File: src/rtl/operand_stage_if.sv
// Issue bus from fetch/decode into the operand stage: decoded fields plus valid/ready handshake.
interface operand_stage_if #(
    parameter int W = 16
);
    logic         in_valid;
    logic         in_ready;
    logic [2:0]   in_com;
    logic [2:0]   in_rd;
    logic [2:0]   in_rs;
    logic [2:0]   in_rt;
    logic         in_use_imm;
    logic [W-1:0] in_imm;
    logic         in_wen;
    logic         in_is_load;

    modport master (
        output in_valid, in_com, in_rd, in_rs, in_rt, in_use_imm, in_imm, in_wen, in_is_load,
        input  in_ready
    );

    modport slave (
        input  in_valid, in_com, in_rd, in_rs, in_rt, in_use_imm, in_imm, in_wen, in_is_load,
        output in_ready
    );
endinterface

File: src/rtl/operand_stage.sv
// Decode/issue stage: register file, EX/MEM/WB operand forwarding, load-use stall
// and the ID/EX pipeline register feeding the ALU.
module operand_stage #(
    parameter int NREG = 8,
    parameter int W    = 16
) (
    input  logic          clk,
    input  logic          rst_n,
    operand_stage_if.slave issue,
    input  logic          flush,
    input  logic [W-1:0]  ex_result,
    input  logic          mem_valid,
    input  logic          mem_wen,
    input  logic [2:0]    mem_rd,
    input  logic [W-1:0]  mem_data,
    input  logic          wb_wen,
    input  logic [2:0]    wb_rd,
    input  logic [W-1:0]  wb_data,
    output logic          ex_valid,
    output logic [W-1:0]  ex_ina,
    output logic [W-1:0]  ex_inb,
    output logic [2:0]    ex_com,
    output logic [2:0]    ex_rd,
    output logic          ex_wen,
    output logic          ex_is_load
);

    logic [W-1:0] rf_reg [NREG];

    logic         ex_valid_reg,   ex_valid_next;
    logic [W-1:0] ex_ina_reg,     ex_ina_next;
    logic [W-1:0] ex_inb_reg,     ex_inb_next;
    logic [2:0]   ex_com_reg,     ex_com_next;
    logic [2:0]   ex_rd_reg,      ex_rd_next;
    logic         ex_wen_reg,     ex_wen_next;
    logic         ex_is_load_reg, ex_is_load_next;

    logic [2:0]   src [2];
    logic         load_use;
    logic         do_issue;
    logic [W-1:0] opb_val;

    // r0 is never written; its storage stays zero and reads are forced to zero anyway.
    always_ff @(posedge clk or negedge rst_n) begin
        if (!rst_n) begin
            for (int i = 0; i < NREG; i++) begin
                rf_reg[i] <= '0;
            end
        end else if (wb_wen && (wb_rd != 3'd0)) begin
            rf_reg[wb_rd] <= wb_data;
        end
    end

    assign src[0] = issue.in_rs;
    assign src[1] = issue.in_rt;

    genvar gi;
    generate
        for (gi = 0; gi < 2; gi++) begin : g_src
            logic [W-1:0] val;

            // A load sitting in EX has no data yet; the hazard stall covers that case.
            always_comb begin
                val = rf_reg[src[gi]];
                if (src[gi] == 3'd0) begin
                    val = '0;
                end else if (ex_valid_reg && ex_wen_reg && !ex_is_load_reg && (ex_rd_reg == src[gi])) begin
                    val = ex_result;
                end else if (mem_valid && mem_wen && (mem_rd == src[gi])) begin
                    val = mem_data;
                end else if (wb_wen && (wb_rd == src[gi])) begin
                    val = wb_data;
                end
            end
        end
    endgenerate

    assign load_use = issue.in_valid && ex_valid_reg && ex_is_load_reg && ex_wen_reg
                   && (ex_rd_reg != 3'd0)
                   && ((ex_rd_reg == issue.in_rs) || (!issue.in_use_imm && (ex_rd_reg == issue.in_rt)));

    assign issue.in_ready = !load_use || flush;
    assign do_issue       = issue.in_valid && issue.in_ready && !flush;
    assign opb_val        = issue.in_use_imm ? issue.in_imm : g_src[1].val;

    // Stalls, flushes and idle cycles all collapse to the all-zero bubble.
    always_comb begin
        ex_valid_next   = 1'b0;
        ex_ina_next     = '0;
        ex_inb_next     = '0;
        ex_com_next     = 3'd0;
        ex_rd_next      = 3'd0;
        ex_wen_next     = 1'b0;
        ex_is_load_next = 1'b0;
        if (do_issue) begin
            ex_valid_next   = 1'b1;
            ex_ina_next     = g_src[0].val;
            ex_inb_next     = opb_val;
            ex_com_next     = issue.in_com;
            ex_rd_next      = issue.in_rd;
            ex_wen_next     = issue.in_wen;
            ex_is_load_next = issue.in_is_load;
        end
    end

    always_ff @(posedge clk or negedge rst_n) begin
        if (!rst_n) begin
            ex_valid_reg   <= 1'b0;
            ex_ina_reg     <= '0;
            ex_inb_reg     <= '0;
            ex_com_reg     <= 3'd0;
            ex_rd_reg      <= 3'd0;
            ex_wen_reg     <= 1'b0;
            ex_is_load_reg <= 1'b0;
        end else begin
            ex_valid_reg   <= ex_valid_next;
            ex_ina_reg     <= ex_ina_next;
            ex_inb_reg     <= ex_inb_next;
            ex_com_reg     <= ex_com_next;
            ex_rd_reg      <= ex_rd_next;
            ex_wen_reg     <= ex_wen_next;
            ex_is_load_reg <= ex_is_load_next;
        end
    end

    assign ex_valid   = ex_valid_reg;
    assign ex_ina     = ex_ina_reg;
    assign ex_inb     = ex_inb_reg;
    assign ex_com     = ex_com_reg;
    assign ex_rd      = ex_rd_reg;
    assign ex_wen     = ex_wen_reg;
    assign ex_is_load = ex_is_load_reg;

endmodule

File: src/flat_wrapper.sv
// flat-port wrapper written by rule: the top's interface ports become plain ports
module operand_stage_flat 
#(
    parameter int NREG = 8,
    parameter int W    = 16
)
  (clk, rst_n, flush, ex_result, mem_valid, mem_wen, mem_rd, mem_data, wb_wen, wb_rd, wb_data, ex_valid, ex_ina, ex_inb, ex_com, ex_rd, ex_wen, ex_is_load, issue_in_valid, issue_in_com, issue_in_rd, issue_in_rs, issue_in_rt, issue_in_use_imm, issue_in_imm, issue_in_wen, issue_in_is_load, issue_in_ready);
  operand_stage_if #(.W(W)) issue_i ();
  input  logic clk;
  input  logic rst_n;
  input  logic flush;
  input  logic [W-1:0] ex_result;
  input  logic mem_valid;
  input  logic mem_wen;
  input  logic [2:0] mem_rd;
  input  logic [W-1:0] mem_data;
  input  logic wb_wen;
  input  logic [2:0] wb_rd;
  input  logic [W-1:0] wb_data;
  output logic ex_valid;
  output logic [W-1:0] ex_ina;
  output logic [W-1:0] ex_inb;
  output logic [2:0] ex_com;
  output logic [2:0] ex_rd;
  output logic ex_wen;
  output logic ex_is_load;
  input wire logic [$bits(issue_i.in_valid)-1:0] issue_in_valid;
  input wire logic [$bits(issue_i.in_com)-1:0] issue_in_com;
  input wire logic [$bits(issue_i.in_rd)-1:0] issue_in_rd;
  input wire logic [$bits(issue_i.in_rs)-1:0] issue_in_rs;
  input wire logic [$bits(issue_i.in_rt)-1:0] issue_in_rt;
  input wire logic [$bits(issue_i.in_use_imm)-1:0] issue_in_use_imm;
  input wire logic [$bits(issue_i.in_imm)-1:0] issue_in_imm;
  input wire logic [$bits(issue_i.in_wen)-1:0] issue_in_wen;
  input wire logic [$bits(issue_i.in_is_load)-1:0] issue_in_is_load;
  output wire logic [$bits(issue_i.in_ready)-1:0] issue_in_ready;
  assign issue_i.in_valid = issue_in_valid;
  assign issue_i.in_com = issue_in_com;
  assign issue_i.in_rd = issue_in_rd;
  assign issue_i.in_rs = issue_in_rs;
  assign issue_i.in_rt = issue_in_rt;
  assign issue_i.in_use_imm = issue_in_use_imm;
  assign issue_i.in_imm = issue_in_imm;
  assign issue_i.in_wen = issue_in_wen;
  assign issue_i.in_is_load = issue_in_is_load;
  assign issue_in_ready = issue_i.in_ready;
  operand_stage #(.NREG(NREG), .W(W)) u_core (.clk(clk), .rst_n(rst_n), .issue(issue_i), .flush(flush), .ex_result(ex_result), .mem_valid(mem_valid), .mem_wen(mem_wen), .mem_rd(mem_rd), .mem_data(mem_data), .wb_wen(wb_wen), .wb_rd(wb_rd), .wb_data(wb_data), .ex_valid(ex_valid), .ex_ina(ex_ina), .ex_inb(ex_inb), .ex_com(ex_com), .ex_rd(ex_rd), .ex_wen(ex_wen), .ex_is_load(ex_is_load));
endmodule
File: config.mk
export PLATFORM = sky130hd
export DESIGN_NAME = operand_stage_flat
export DESIGN_NICKNAME = d
export VERILOG_FILES = /design/src/rtl/operand_stage_if.sv /design/src/rtl/operand_stage.sv /design/src/flat_wrapper.sv
export SDC_FILE = /design/constraint.sdc
export NUM_CORES = 1
export LEC_CHECK = 0
export BUFFER_PORTS_ARGS = -buffer_cell sky130_fd_sc_hd__buf_2
export CORE_ASPECT_RATIO = 0.9
export CORE_MARGIN = 10
export CORE_UTILIZATION = 55
export DETAILED_ROUTE_END_ITERATION = 16
export PLACE_DENSITY = 0.74
export SLEW_MARGIN = 10
export SYNTH_ARGS = -nofsm -noshare
export SYNTH_HDL_FRONTEND = slang
export SYNTH_SLANG_ARGS = --single-unit
File: constraint.sdc
create_clock -name clk -period 2.3 [get_ports clk]
set_input_delay 0.115 -clock clk [delete_from_list [all_inputs] [get_ports clk]]
set_output_delay 0.115 -clock clk [all_outputs]
set_load 0.01 [all_outputs]
-- After elaboration in Yosys (flattened, before gate mapping)
Cells that the tools add are included.
- register bits: 169
- output and inout bits: 42
- input port bits: 92
- word-level logic and storage cells: 82
- equality and inequality tests: 6
- reduce and logical (&&, ||, !) cells: 29
- order comparisons: 4
- multiplexer cells: 25
- bitwise operators: 3
- operators by type and width (kind ; number):
    16-bit 2-to-1 mux ; 16
    128-bit bitwise mux ; 1
    16-bit binary-select mux with 3-bit select ; 2
    16-bit demux with 3-bit select ; 1
    1-bit logical AND ; 19
    3-bit equality test ; 6
    4-bit >= comparator (second input constant) ; 3
    3-bit NOT with 4-bit output ; 3
    3-bit logical NOT ; 2
    3-bit 2-to-1 mux ; 2
    3-bit nonzero test ; 2
    1-bit logical NOT ; 4
    4-bit by 1-bit < comparator with 1-bit output (second input constant) ; 1
    1-bit 2-to-1 mux ; 3
    1-bit logical OR ; 2

-- Depth between registers and ports, before layout
- depth in word-level cells: 10
- depth in mapped cells: 8
- depth with buffers taken out: 6

-- Least setup slack after synthesis
No wires, ideal clock.
- path type: reg-to-reg
- start point: register u_core.ex_rd_reg[1] (netlist: u_core.ex_rd[1])
- end point: register u_core.ex_inb_reg[10] (netlist: u_core.ex_inb[10])
- required time: 2172 ps
- slack: 494 ps
- arrival: 1679 ps
- path buffers: 1
- clock period less this slack: 1806 ps
- cell stages (with the launch flop): 8
- cell sequence: dfrtp_1 -> xor2_1 -> nor3_2 -> o2111a_1 -> inv_2 -> nand2_2 -> buf_2 -> a21oi_1
- longest elaborated chain between the ends: 9
- elaborated cells between the ends (all ways): 16
- classes of those cells: 2 x eq/ne; 4 x mux; 10 x reduce/logical
- ends and longest elaborated chain (item ; line ; text):
    from (decl) ; operand_stage.sv:34 ; logic [2:0] ex_rd_reg, ex_rd_next;
    from (signal assigned) ; operand_stage.sv:120 ; ex_rd_reg <= ex_rd_next;
    3-bit equality test ; operand_stage.sv:80 ; && ((ex_rd_reg == issue.in_rs) || (!issue.in_use_imm && (ex_rd_reg == issue.in_rt)));
    1-bit logical AND ; operand_stage.sv:80 ;
    1-bit logical OR ; operand_stage.sv:80 ;
    1-bit logical AND * ; operand_stage.sv:80 ;
    1-bit logical NOT * ; operand_stage.sv:82 ; assign issue.in_ready = !load_use || flush;
    1-bit logical OR * ; operand_stage.sv:82 ;
    named net issue_in_ready ; flat_wrapper.sv:36 ; output wire logic [$bits(issue_i.in_ready)-1:0] issue_in_ready;
    1-bit logical AND * (2 in a row) ; operand_stage.sv:83 ; assign do_issue = issue.in_valid && issue.in_ready && !flush;
    16-bit 2-to-1 mux * ; operand_stage.sv:95 ; if (do_issue) begin
    named net u_core.ex_inb_next[10] ; operand_stage.sv:32 ; logic [W-1:0] ex_inb_reg, ex_inb_next;
    to (signal assigned) ; operand_stage.sv:118 ; ex_inb_reg <= ex_inb_next;
    to (decl) ; operand_stage.sv:32 ;
The timed path passes the listed nets; every way through them passes the cells marked *.
A chain may end at the register's enable or synchronous reset.

-- Worst setup path in the final report
- start point: register u_core.ex_rd_reg[1] (netlist: u_core.ex_rd[1])
- end point: output port issue_in_ready
- longest elaborated chain between the ends: 6
- elaborated cells between the ends (all ways): 9
- classes of those cells: 2 x eq/ne; 7 x reduce/logical
- ends and longest elaborated chain (item ; line):
    3-bit equality test ; operand_stage.sv:80
    1-bit logical AND ; operand_stage.sv:80
    1-bit logical OR ; operand_stage.sv:80
    1-bit logical AND * ; operand_stage.sv:80
    1-bit logical NOT * ; operand_stage.sv:82
    1-bit logical OR * ; operand_stage.sv:82
    to (decl) ; flat_wrapper.sv:36
Mark *: on every way between the ends. The rest lies on a longest branch, timed or not.

==> impl_metrics.json <==
{
  "outcome": "complete, no violations",
  "core_area_mm2": 0.0168,
  "grt_use_total": 0.235,
  "finalMaxSlewViolations": 0,
  "htreeDepth": 4,
  "grt_overflow": 0,
  "cellPowerDensity_mw_per_mm2": 760,
  "via_count": 7385,
  "fraction_of_final_layout_cells_sized_beyond_drive_strength_1": 0.365,
  "worst_setup_path_startpoint": "u_core.ex_rd[1]$_DFF_PN0_",
  "postLayoutCoreUtil": 0.665,
  "max_ffs_per_register": 128,
  "routed_wl_mm": 26.8,
  "internal_power_mw": 6.04,
  "worstPathMaxFanout": 10,
  "clock-skew-final_ps": 6.28,
  "number_of_buffers_added_by_the_clock_tree_synthesis_step": 17,
  "detailed_place_hpwl_mm": 18.7,
  "ys_async_sr_fraction": 1.00,
  "crit_required_ps": 2180,
  "nets": 1026,
  "critical-path-max-stage-delay_ps": 430,
  "tritoncts_num_sinks": 169,
  "critPathTopFamily": "flip-flops",
  "pwr-share-seq": 0.448,
  "floorplan.die.width_um": 157,
  "total_power_mw": 8.48,
  "vdd.ir_drop.worst_v": 0.000440,
  "timing.fmax_mhz": 476,
  "synthDistinctLibCells": 47,
  "grt_start_max_net_pins": 60,
  "syn-num-nets": 891,
  "clk_transition_reported_paths_ps": 70,
  "layout_min_cycle_time_ps": 2100,
  "hp_class": "input port to flip-flop",
  "cts.root.buffer_cell": "sky130_fd_sc_hd__clkbuf_16",
  "die_y_um": 144,
  "postRouteAntennaNets": 0,
  "rows": 45,
  "finalSetupViolations": 0,
  "synth_seq_cells": 169,
  "ys.flop_type": "sky130_fd_sc_hd__dfrtp_1",
  "reg2regPathDepth": 6,
  "critical_path.startpoint_type": "flip-flop",
  "cts_buffer_depth": 2,
  "max_cap_violations": 0,
  "post_drt_wl_per_cell_um": 23.1,
  "timing.critical_path.cells": "xor2_2 > nor4_1 > o2111a_1 > inv_2 > buf_2",
  "crit_arrival_ps": 1990,
  "worst_slew_pin_slew_ps": 727,
  "critPathBufInv": 2,
  "rr_startpoint": "u_core.ex_rd[2]$_DFF_PN0_",
  "place.gp.congestion": 0.868,
  "postCtsResizedCells": 0,
  "cts_tree": "built",
  "post-route-drc-count": 0,
  "initial_antenna_violation_count": 2,
  "switching_power_mw": 2.43,
  "dieArea_mm2": 0.0226,
  "critical_path.endpoint_type": "primary output",
  "drt_first_pass_iters": 5,
  "fin_crit_sh": 0.914,
  "max-slew-margin-rel": 0.515,
  "hold_path_startpoint": "issue_in_imm[5]",
  "pwr-share-clk": 0.330,
  "clock_latency_ps": 430,
  "grt_pass1_wl_mm": 41.7,
  "synth_edf_count": 0,
  "final-hold-violation-count": 0,
  "crit_path_top_delay_cell": "sky130_fd_sc_hd__dfrtp_1",
  "timing_worst_setup_path_type": "flip-flop to primary output",
  "grt_pass1_vias": 7411,
  "power.combinational.fraction": 0.222,
  "power.static_leakage_nw": 5.37,
  "netlist.top_cell.by_area": "sky130_fd_sc_hd__dfrtp_1",
  "synth_area_leaders": "sky130_fd_sc_hd__dfrtp_1 (45%), sky130_fd_sc_hd__mux2_2 (14%), sky130_fd_sc_hd__mux2i_1 (10%)",
  "routed_via_density": 6.37,
  "initial_utilization": 0.557,
  "rsz0062_at_grt": "false",
  "area_delta_synth_final_pct": 19.5,
  "netlist_instances": 799,
  "floorplan.io_pins": 134,
  "drt_first_iter_violations": 525,
  "synth.avg_cell_area_um2": 11.7,
  "p_sw_frac": 0.287,
  "synth_top_area_share": 0.453,
  "placement.io_buffers": 133,
  "critical_path_cell_count": 5,
  "tns_ps": 0,
  "yosysWarningCount": 0,
  "finalHoldWorstSlack_ps": 5.94,
  "yosysSeqAreaShare": 0.453,
  "worstHoldPathCells": 3,
  "cell_area_synth_mm2": 0.00934
}
==> path summary, 6_finish.rpt <==
path                            slack (ps)                        endpoint
worst min-delay path                     6      u_core.ex_inb[5]$_DFF_PN0_
worst max-delay path                   200                  issue_in_ready
min in group asynchronous              230      u_core.ex_inb[9]$_DFF_PN0_
worst min register to register         400  u_core.rf_reg[116]$_DFFE_PN0P_
max in group asynchronous             1380   u_core.rf_reg[92]$_DFFE_PN0P_
worst max register to register         300     u_core.ex_inb[14]$_DFF_PN0_
==> metal layers <==
| metal | up-vias | track usage | part of all wire |
|---|---|---|---|
| li1 | 3287 | - | - |
| met1 | 3728 | 0.319 | 0.44 |
| met2 | 348 | 0.366 | 0.46 |
| met3 | 22 | 0.0568 | 0.090 |
| met4 | 0 | 0.0664 | 0.010 |
| met5 | - | 0 | 0 |
==> placed cells by master, fill, tap and decap left out, types with 3 or more instances in the layout <==
cell type	netlist	final
sky130_fd_sc_hd__nor3_1	16	16
sky130_fd_sc_hd__mux2i_1	94	94
sky130_fd_sc_hd__a21oi_1	48	48
sky130_fd_sc_hd__buf_4	7	29
sky130_fd_sc_hd__a22oi_1	15	15
sky130_fd_sc_hd__clkbuf_16	0	17
sky130_fd_sc_hd__o2111ai_1	15	15
sky130_fd_sc_hd__and3_1	10	10
sky130_fd_sc_hd__clkinv_4	0	3
sky130_fd_sc_hd__dlygate4sd3_1	0	26
sky130_fd_sc_hd__o31ai_1	16	16
sky130_fd_sc_hd__buf_12	0	8
sky130_fd_sc_hd__nand2_1	8	8
sky130_fd_sc_hd__clkbuf_8	0	4
sky130_fd_sc_hd__nor3_2	3	3
sky130_fd_sc_hd__nand2b_1	4	4
sky130_fd_sc_hd__xor2_1	7	7
sky130_fd_sc_hd__a21o_1	15	15
sky130_fd_sc_hd__dfrtp_1	169	169
sky130_fd_sc_hd__clkinv_2	0	3
sky130_fd_sc_hd__o22ai_1	48	48
sky130_fd_sc_hd__nand4_1	3	3
sky130_fd_sc_hd__mux2_2	114	114
sky130_fd_sc_hd__mux4_2	16	16
sky130_fd_sc_hd__clkinvlp_4	0	3
sky130_fd_sc_hd__xnor2_1	9	9
sky130_fd_sc_hd__nor2b_1	16	16
sky130_fd_sc_hd__buf_2	29	132
sky130_fd_sc_hd__or3_1	17	17
sky130_fd_sc_hd__o211a_1	14	14
sky130_fd_sc_hd__nand4b_1	4	4
sky130_fd_sc_hd__nor2_1	35	35
==> cell type report <==
| type | instances | area, um2 |
|---|---|---|
| clock buffers | 22 | 484 |
| repair buffers | 196 | 1310 |
| flip-flops and latches | 169 | 4230 |
| fillers | 1227 | 5620 |
| diodes | 2 | 5.00 |
| clock inverters | 10 | 93.8 |
| multi-input cells | 548 | 4760 |
| well taps | 211 | 264 |
| inverters | 2 | 7.51 |
==> cell usage after synthesis, types with 17 or more instances <==
cell / number
sky130_fd_sc_hd__or3_1: 17
sky130_fd_sc_hd__o22ai_1: 48
sky130_fd_sc_hd__buf_2: 29
sky130_fd_sc_hd__mux2_2: 114
sky130_fd_sc_hd__a21oi_1: 48
sky130_fd_sc_hd__clkbuf_1: 41
sky130_fd_sc_hd__mux2i_1: 94
sky130_fd_sc_hd__nor2_1: 35
sky130_fd_sc_hd__dfrtp_1: 169
==> power groups by stage <==
stage | clock, mW | sequential (mW) | combinational, mW
finish | 2.80 | 3.80 | 1.88
floorplan | 0 | 3.76 | 1.24
CTS | 2.80 | 3.79 | 1.87
global placement | 0 | 3.80 | 1.77
global route | 2.95 | 3.86 | 2.03
detailed placement | 0 | 3.84 | 1.81
==> cells by family (layout without fill, tap and decap cells) <==
logic type / Yosys count / count (layout) / share of synthesized area
and+or+nand+nor: 129 / 129 / 0.0809
DFF: 169 / 169 / 0.453
AOI/OAI and AO/OA: 177 / 177 / 0.130
xor gates and xnor gates: 18 / 18 / 0.0185
muxes: 224 / 224 / 0.277
buffers and inverters: 82 / 230 / 0.0414
other: 0 / 2 / 0
==> stage by stage <==
stage	instances	setup WS, ps	area [um2]
finish	1160	198	11200
global route	1160	114	11200
CTS	1158	214	11200
detailed placement	1100	338	10300
global placement	1100	372	10300
floorplan	799	494	9340
==> worst reg2reg max path, stage by stage (launching register included) <==
cell and delay [ps]:
sky130_fd_sc_hd__dfrtp_1 420, sky130_fd_sc_hd__xor2_1 370, sky130_fd_sc_hd__nor4_1 100, sky130_fd_sc_hd__o2111a_1 310
sky130_fd_sc_hd__inv_2 150, sky130_fd_sc_hd__nand2_2 270, sky130_fd_sc_hd__a211oi_1 290
==> timing repair <==
| action | CTS | global route |
|---|---|---|
| setup endpoints to repair | 0 | 0 |
| setup buffers | 0 | 0 |
| hold buffers | 26 | 0 |
| endpoints found under the hold margin | 80 | 0 |
Note: power is estimated with default switching activity, not from simulation.
